### src/rtl/alu_arbiter.sv
// alu_arbiter: two-requester round-robin sequencer in front of one shared
// combinational ALU. One operation in flight: IDLE -> EXEC -> RESP -> IDLE.

// Per-requester response holding register.
module alu_arbiter_rsp #(
  parameter int DATA_WIDTH = 32
) (
  input  logic                  clk,
  input  logic                  reset,
  input  logic                  cap,
  input  logic                  clr,
  input  logic [DATA_WIDTH-1:0] d_result,
  input  logic                  d_zero,
  output logic                  valid,
  output logic [DATA_WIDTH-1:0] result,
  output logic                  zero
);

  // Capture the ALU output on EXEC; drop valid on the response handshake.
  // Data is left in place after the handshake.
  always_ff @(posedge clk or negedge reset) begin
    if (!reset) begin
      valid  <= 1'b0;
      result <= '0;
      zero   <= 1'b0;
    end else if (cap) begin
      valid  <= 1'b1;
      result <= d_result;
      zero   <= d_zero;
    end else if (clr) begin
      valid  <= 1'b0;
    end
  end

endmodule

module alu_arbiter #(
  parameter int DATA_WIDTH = 32
) (
  input  logic                  clk,
  input  logic                  reset,
  input  logic                  req0_valid,
  output logic                  req0_ready,
  input  logic [3:0]            req0_op,
  input  logic [DATA_WIDTH-1:0] req0_a,
  input  logic [DATA_WIDTH-1:0] req0_b,
  input  logic [4:0]            req0_shamt,
  input  logic                  req1_valid,
  output logic                  req1_ready,
  input  logic [3:0]            req1_op,
  input  logic [DATA_WIDTH-1:0] req1_a,
  input  logic [DATA_WIDTH-1:0] req1_b,
  input  logic [4:0]            req1_shamt,
  output logic                  rsp0_valid,
  input  logic                  rsp0_ready,
  output logic [DATA_WIDTH-1:0] rsp0_result,
  output logic                  rsp0_zero,
  output logic                  rsp1_valid,
  input  logic                  rsp1_ready,
  output logic [DATA_WIDTH-1:0] rsp1_result,
  output logic                  rsp1_zero,
  output logic [3:0]            alu_op,
  output logic [DATA_WIDTH-1:0] alu_a,
  output logic [DATA_WIDTH-1:0] alu_b,
  output logic [5:0]            alu_shamt,
  input  logic [DATA_WIDTH-1:0] alu_result,
  input  logic                  alu_zero,
  output logic                  busy
);

  typedef enum logic [1:0] {IDLE, EXEC, RESP} state_t;

  state_t state;
  logic   cur;
  logic   last_grant;
  logic   any_valid;
  logic   gnt;

  logic [1:0]                 rsp_ready_v;
  logic [1:0]                 rsp_valid_v;
  logic [1:0][DATA_WIDTH-1:0] rsp_result_v;
  logic [1:0]                 rsp_zero_v;
  logic [1:0]                 cur_oh;

  // Grant: sole requester wins; on a tie the one not served last wins.
  always_comb begin
    any_valid  = req0_valid | req1_valid;
    gnt        = (req0_valid & req1_valid) ? ~last_grant : req1_valid;
    req0_ready = reset & (state == IDLE) & req0_valid & ~gnt;
    req1_ready = reset & (state == IDLE) & req1_valid &  gnt;
  end

  assign busy        = (state != IDLE);
  assign cur_oh      = {cur, ~cur};
  assign rsp_ready_v = {rsp1_ready, rsp0_ready};

  // Sequencer: load ALU operands on accept, one EXEC cycle, hold in RESP.
  always_ff @(posedge clk or negedge reset) begin
    if (!reset) begin
      state      <= IDLE;
      cur        <= 1'b0;
      last_grant <= 1'b1;
      alu_op     <= '0;
      alu_a      <= '0;
      alu_b      <= '0;
      alu_shamt  <= '0;
    end else begin
      case (state)
        IDLE: if (any_valid) begin
          cur       <= gnt;
          alu_op    <= gnt ? req1_op : req0_op;
          alu_a     <= gnt ? req1_a  : req0_a;
          alu_b     <= gnt ? req1_b  : req0_b;
          alu_shamt <= {1'b0, gnt ? req1_shamt : req0_shamt};
          state     <= EXEC;
        end
        EXEC: state <= RESP;
        RESP: if (rsp_ready_v[cur]) begin
          last_grant <= cur;
          state      <= IDLE;
        end
        default: state <= IDLE;
      endcase
    end
  end

  for (genvar g = 0; g < 2; g++) begin : g_rsp
    alu_arbiter_rsp #(.DATA_WIDTH(DATA_WIDTH)) u_rsp (
      .clk      (clk),
      .reset    (reset),
      .cap      ((state == EXEC) & cur_oh[g]),
      .clr      ((state == RESP) & cur_oh[g] & rsp_ready_v[g]),
      .d_result (alu_result),
      .d_zero   (alu_zero),
      .valid    (rsp_valid_v[g]),
      .result   (rsp_result_v[g]),
      .zero     (rsp_zero_v[g])
    );
  end

  assign rsp0_valid  = rsp_valid_v[0];
  assign rsp0_result = rsp_result_v[0];
  assign rsp0_zero   = rsp_zero_v[0];
  assign rsp1_valid  = rsp_valid_v[1];
  assign rsp1_result = rsp_result_v[1];
  assign rsp1_zero   = rsp_zero_v[1];

endmodule

### config.mk
export PLATFORM = sky130hd
export DESIGN_NAME = alu_arbiter
export DESIGN_NICKNAME = d
export VERILOG_FILES = /design/src/rtl/alu_arbiter.sv
export SDC_FILE = /design/constraint.sdc
export NUM_CORES = 1
export LEC_CHECK = 0
export BUFFER_PORTS_ARGS = -buffer_cell sky130_fd_sc_hd__buf_4
export CORE_UTILIZATION = 42
export DETAILED_ROUTE_END_ITERATION = 6
export PLACE_DENSITY = 0.76
export SLEW_MARGIN = 25
export SYNTH_ARGS = -nofsm -noshare
export SYNTH_HDL_FRONTEND = slang
export SYNTH_SLANG_ARGS = --single-unit
### constraint.sdc
create_clock -name clk -period 1.6 [get_ports clk]
set_input_delay 0.32 -clock clk [delete_from_list [all_inputs] [get_ports clk]]
set_output_delay 0.32 -clock clk [all_outputs]
set_load 0.02 [all_outputs]
==> results.md, run 1 <==
* Clock Tree Buf Depth at 2
* Max cap viols at 0
* Die Area at 16200 um^2
* CP max FO at 3
* Fmax at 554 MHz
* GRT busiest layer: met2
* Vias in the first global route at 5187
* Final setup vio count at 72
* Via count at 4814
* Area leader, netlist: dfrtp_1
* Ys Warns at 0
* Core area at 15300 um^2
* CP startpoint kind: flip-flop
* Cell Area, Synth at 6610 um^2
* Worst EP required at 1.28 ns
* Most frequent cell after synthesis: mux2_2
* Global Route met1 Usage at 24.8%
* Post-synthesis cell count at 412
* Register area share after synthesis at 55.0%
* Area used by multi-input combinational logic at 2830 um^2
* Syn Nets at 597
* Initial antenna violation count at 0
* Crit-path cells: a21bo_4 > buf_8 > and4_1 > buf_6
* Clock network fraction of design power at 18.8%
* Clk_lat worst skew at 0.42 ns
* Die X at 127 um
* Critical path's largest stage delay at 0.53 ns
* WHS at 0.139 ns
* Drt total wl at 17700 um
* Met3 Resource Use GR at 6.62%
* Final Max Tran Viols at 0
* Area growth syn-to-layout at 55.7%
* Logic gate share of total power at 50.5%
* Wire length per cell at 17.8 um
* # IOs at 330
* CP Class: reg2out
* Outcome: complete, but fails checks
* Final nets at 959
* Synth unique cells at 22
* Placed Cells incl. Taps at 953
* First-pass GRT wire length at 27300 um
* Synth async-reset ratio at 100%
* Crit. End Element: primary output
* Share of the synthesized area in the top cell type at 54.6%
* Clock Pin Slew Worst Setup and Hold Paths at 0.06 ns
* Register bit total from synthesis at 145
* DRT iter0 DRCs at 175
* EDFF count, synth at 0
* Fin crit period at 1.80 ns
* Final Hold Vio Count at 0
* Final ANT Viol Nets at 0
* Worst vdd ir at 1060 uV
* Total net switching power at 7810 uW
* Crit path DAT at 1.48 ns
* Cell-internal power at 14000 uW
* Core Rows at 45
* Violated checks: setup timing
* Worst path slowest cell: dfstp_2
* Final Cycle Share at 113%
* Router iterations before antenna repair at 4
* Post-DP HPWL at 13000 um
* Worst Slack Setup Final at -0.204 ns
* Vias per cell at 4.82
* Met2 Use GR at 38.4%
* Tot Pwr at 21800 uW
* Grt ovf at 0
* Final std cells w/o fill at 998
* Worst slack, placed at -0.129 ns
* Main area contributors after synthesis: dfrtp_1 (55%), mux2_2 (25%), mux2_4 (15%)
* GRT Util Overall at 22.0%
* Setup TNS at -9.16 ns
* CTS Buf Count at 17
* Leakage power at 0.00502 uW
* Fin Clk Skew at 0.00663 ns
* Layout cell share with drive strength beyond 1 at 78.1%
* Net Sw Frac at 35.9%
* Syn avg cell area at 16.0 um^2
* Placer congestion estimate at 0.765
* Post-synth top cells: mux2_2 (145), dfrtp_1 (144), mux2_4 (67), buf_2 (12), nor2_1 (7)
* Max_slew headroom at 62.9%
* Largest net degree at the start of global routing at 103
* PortBufs at 328
* Sequential share of power at 30.7%
* # fillers at 1117
* Pwr/cell area at 2120 nW/um^2
* Initial core utilization at 43.3%
* Root Buffer: clkbuf_16
* # diodes at 0
* TritonCTS clock tree: yes
* Register area at 3630 um^2
* H-tree depth at 4
* Hold WC Path Type: in2reg
* Synth Flop Type: dfrtp_1
* # clock sinks at 145
* Unrepaired setup endpoints after global routing: yes
* # DRC at 0
* Die Ht at 127 um
* Slew at the pin with the worst max-slew slack at 0.557 ns
placed cells by master (no fill, tap or decap), types with 4 or more instances in the layout:
master and count:
clkbuf_16 19, buf_4 342, mux2_4 68, nor2_1 5, dfrtp_1 144, inv_6 5
buf_6 12, mux2_2 144, buf_12 4, a21oi_1 5
per-layer routing:
metal | share of wire [%] | routed length, um
met3 | 7.1 | 1260
met5 | 0 | 0
met4 | 2.9 | 509
met1 | 37 | 6590
met2 | 53 | 9390
cell families after synthesis:
family	Yosys count	synth area share [%]
buffers and inverters	27	2.78
other	1	0.0568
multiplexers	213	40.1
AO/OA/AOI/OAI	8	0.739
flip-flops	145	55.0
AND/OR/NAND/NOR	18	1.36
registers in the layout (all words and copies together) (netlist names), 2 cells and up:
signal,flops
alu_a,32
alu_b,32
alu_op,4
alu_shamt,5
g_rsp.u_rsp.result,64
g_rsp.u_rsp.valid,2
g_rsp.u_rsp.zero,2
state,2
worst paths after layout:
kind	from	end	slack, ns	cells past startpoint
min in group asynchronous	reset	alu_a[9]$_DFFE_PN0P_	0.56	3
hold reg to reg	g_rsp[1].u_rsp.result[9]$_DFFE_PN0P_	g_rsp[1].u_rsp.result[9]$_DFFE_PN0P_	0.50	1
hold / removal	alu_result[7]	g_rsp[1].u_rsp.result[7]$_DFFE_PN0P_	0.14	2
setup / recovery	last_grant$_DFFE_PN1P_	req0_ready	-0.20	4
setup reg to reg	last_grant$_DFFE_PN1P_	alu_a[18]$_DFFE_PN0P_	-0.17	5
max in group asynchronous	reset	alu_b[10]$_DFFE_PN0P_	0.61	3
stage by stage:
| stage | area [um^2] | utilization [%] |
|---|---|---|
| after floorplan | 6620 | - |
| after global placement | 9430 | 61.8 |
| after detailed placement | 9430 | 61.8 |
| after CTS | 10200 | 66.7 |
| after global routing | 10300 | 67.4 |
| final | 10300 | 67.4 |
repair_timing:
item | in CTS | in global routing
setup buffers | 5 | 2
endpoints found under the hold margin | 50 | 0
gates resized for setup | 15 | 9
endpoints found under the setup margin | 69 | 75
pin swaps | 3 | 2
hold buffers | 2 | 0
gates cloned | 1 | 3
worst max-delay path, delay by kind of cell (launching register included):
kind	cells	cell delay, ns
compound gates	1	0.13
buf+inv	2	0.23
flops	1	0.53
simple gates	1	0.18
power groups by stage:
stage	sequential, uW	combinational [uW]	clock (uW)
global route	6890	11600	4330
CTS	6690	10900	4170
finish	6670	11000	4090
detailed placement	6720	10700	0
global placement	6590	10600	0
floorplan	8830	4020	0
final cells by class:
cell class / count / area share, %
sequential: 145 / 35.3
timing repair buffer: 366 / 28.6
multi-input combinational: 241 / 27.6
clock buffer: 18 / 4.17
tap: 211 / 2.57
clock inverter: 14 / 1.73
inverter: 3 / 0.134
No activity file was read; power rests on OpenSTA's default activity.
==> inputs of run 2 (changes only) <==
--- a/config.mk
+++ b/config.mk
@@ -6,6 +6,7 @@
 export NUM_CORES = 1
 export LEC_CHECK = 0
 export BUFFER_PORTS_ARGS = -buffer_cell sky130_fd_sc_hd__buf_4
+export CORE_ASPECT_RATIO = 0.7
 export CORE_UTILIZATION = 42
 export DETAILED_ROUTE_END_ITERATION = 6
 export PLACE_DENSITY = 0.76
==> run 2 against run 1 <==
Against the previous run:
- the flow finishes with violations (DRC, setup timing)
- sequential cell count unchanged
- setup slack better by 0.0031 ns
- via count fell by 0.54%
- die area about the same
- hold slack got worse by 0.066 ns
- cell count fell by 2.7%
- clock skew rose by 0.0033 ns
- global-route usage rose by 0.066 points
- power is 1.3% lower
- critical endpoint unchanged
==> results.md, run 2 (same netlist as run 1, synthesis figures left out) <==
* Outcome: complete, but fails checks (unchanged)
* Violated checks: DRC, setup timing (was setup timing)
* Fin Clk Skew at 0.00998 ns (was 0.00663 ns)
* Clock Pin Slew Worst Setup and Hold Paths at 0.06 ns (about the same)
* Setup TNS at -10.69 ns (was -9.16 ns)
* Slew at the pin with the worst max-slew slack at 0.751 ns (was 0.557 ns)
* CTS Buf Count at 17 (unchanged)
* CP startpoint kind: flip-flop (unchanged)
* Drt total wl at 17900 um (was 17700 um)
* Final setup vio count at 75 (was 72)
* Largest net degree at the start of global routing at 142 (was 103)
* Worst vdd ir at 997 uV (was 1060 uV)
* Worst EP required at 1.28 ns (about the same)
* Unrepaired setup endpoints after global routing: yes (unchanged)
* R2r startpoint: last_grant$_DFFE_PN1P_ (unchanged)
* CP Class: reg2out (unchanged)
* Clock Tree Buf Depth at 2 (unchanged)
* # diodes at 0 (unchanged)
* Die Ht at 107 um (was 127 um)
* Die Area at 16200 um^2 (about the same)
* Fmax at 555 MHz (was 554 MHz)
* DRT iter0 DRCs at 211 (was 175)
* Leakage power at 0.00493 uW (was 0.00502 uW)
* Hold WC Path Type: in2async (was in2reg)
* Final std cells w/o fill at 971 (was 998)
* Final ANT Viol Nets at 0 (unchanged)
* Die X at 152 um (was 127 um)
* Max cap viols at 0 (unchanged)
* Final Hold Vio Count at 0 (unchanged)
* FF-to-FF End: alu_a[25]$_DFFE_PN0P_ (was alu_a[18]$_DFFE_PN0P_)
* Placer congestion estimate at 0.836 (was 0.765)
* Crit. End Element: primary output (unchanged)
* Crit path DAT at 1.48 ns (about the same)
* Initial core utilization at 43.9% (was 43.3%)
* Most flops, register: g_rsp.u_rsp.result (unchanged)
* First-pass GRT wire length at 27500 um (was 27300 um)
* Core Rows at 37 (was 45)
* Tot Pwr at 21500 uW (was 21800 uW)
* # DRC at 38 (was 0)
* Vias per cell at 4.93 (was 4.82)
* Pwr/cell area at 2130 nW/um^2 (was 2120 nW/um^2)
* Worst slack, placed at -0.0903 ns (was -0.129 ns)
* Final Max Tran Viols at 0 (unchanged)
* Worst Slack Setup Final at -0.201 ns (was -0.204 ns)
* Flop-to-flop setup slack at -0.19 ns (was -0.17 ns)
* Fin crit period at 1.80 ns (about the same)
* Vias in the first global route at 5211 (was 5187)
* Initial antenna violation count at 0 (unchanged)
* TritonCTS clock tree: yes (unchanged)
* Clk_lat worst skew at 0.42 ns (about the same)
* Via count at 4788 (was 4814)
* Router iterations before antenna repair at 6 (was 4)
* Final Cycle Share at 113% (about the same)
* Layout cell share with drive strength beyond 1 at 78.1% (about the same)
* GRT Util Overall at 22.1% (was 22.0%)
* PortBufs at 328 (unchanged)
* H-tree depth at 4 (unchanged)
* Post-DP HPWL at 13200 um (was 13000 um)
* Biggest regs: g_rsp.u_rsp.result x64, alu_a x32, alu_b x32 (unchanged)
* Number of flip-flops in the largest register at 64 (unchanged)
* R2R cell count at 5 (unchanged)
* Commonest non-fill, non-tap cells in the layout: buf_4 (339), mux2_2 (145), dfrtp_1 (144) (was buf_4 (342), mux2_2 (144), dfrtp_1 (144))
* Root Buffer: clkbuf_16 (unchanged)
* Area growth syn-to-layout at 53.0% (was 55.7%)
* Grt ovf at 0 (unchanged)
* CP max FO at 2 (was 3)
* Placed Cells incl. Taps at 932 (was 953)
* Max_slew headroom at 50.0% (was 62.9%)
* # IOs at 330 (unchanged)
* Commonest non-fill, non-tap cell in the layout: buf_4 (unchanged)
* Wire length per cell at 18.4 um (was 17.8 um)
* Core area at 15000 um^2 (was 15300 um^2)
* # clock sinks at 145 (unchanged)
* Final nets at 948 (was 959)
run 2: cell types whose count changed in the layout (fill, tap and decap cells not counted), moves of 3 or more:
cell / previous run / this run
buf_6: 12 / 5
buf_12: 4 / 8
buf_4: 342 / 339
inv_8: 0 / 3
run 2: worst max-delay path by stage:
stage / from / end / slack, ns
2_1_floorplan: last_grant$_DFFE_PN1P_ / alu_b[20]$_DFFE_PN0P_ / -0.04
3_3_place_gp: last_grant$_DFFE_PN1P_ / alu_a[25]$_DFFE_PN0P_ / -0.04
3_5_place_dp: last_grant$_DFFE_PN1P_ / alu_a[25]$_DFFE_PN0P_ / -0.09
4_1_cts: last_grant$_DFFE_PN1P_ / req0_ready / -0.25
5_1_grt: last_grant$_DFFE_PN1P_ / req0_ready / -0.26
6_report: last_grant$_DFFE_PN1P_ / req0_ready / -0.20
run 2: stage by stage:
step | util [%] | hold WS [ns] | cell area, um^2
global route | 67.2 | 0.123 | 10100
finish | 67.2 | 0.0729 | 10100
global placement | 62.6 | 0.131 | 9410
floorplan | - | 0.0244 | 6620
detailed placement | 62.6 | 0.132 | 9410
CTS | 66.9 | 0.106 | 10100
run 2: worst max-delay path, cell delays in order, from the launching register on:
cell and delay (ns):
dfstp_2 0.54, a21bo_4 0.13, buf_8 0.09, and4_1 0.18
buf_6 0.13
run 2: what timing repair did:
item,in CTS,in global routing
buffers inserted,3,3
endpoints found under the hold margin,4,0
pin swaps,4,3
setup endpoints to repair,75,76
resized for setup,11,4
hold buffers,1,0
run 2: routing by layer:
layer	vias up	track usage, %	wire (um)
met2	192	39.8	9330
met4	0	7.22	310
met5	-	0	0
li1	2181	-	-
met3	23	7.32	1300
met1	2392	24.8	6920
run 2: final cells by class:
cell class / instances / area, um^2
clock buffer: 17 / 425
clock inverter: 15 / 164
fill: 1085 / 4940
inverter: 3 / 13.8
multi-input combinational: 240 / 2820
sequential: 145 / 3630
tap: 195 / 244
timing repair buffer: 356 / 2820
run 2: power by group:
| group | switching (uW) | leakage, uW | total (uW) | internal, uW |
|---|---|---|---|---|
| Sequential | 1090 | 0.00170 | 6670 | 5590 |
| Combinational | 5160 | 0.00295 | 10900 | 5720 |
| Clock | 1720 | 0.000280 | 3940 | 2220 |
| Total | 7970 | 0.00493 | 21500 | 13500 |
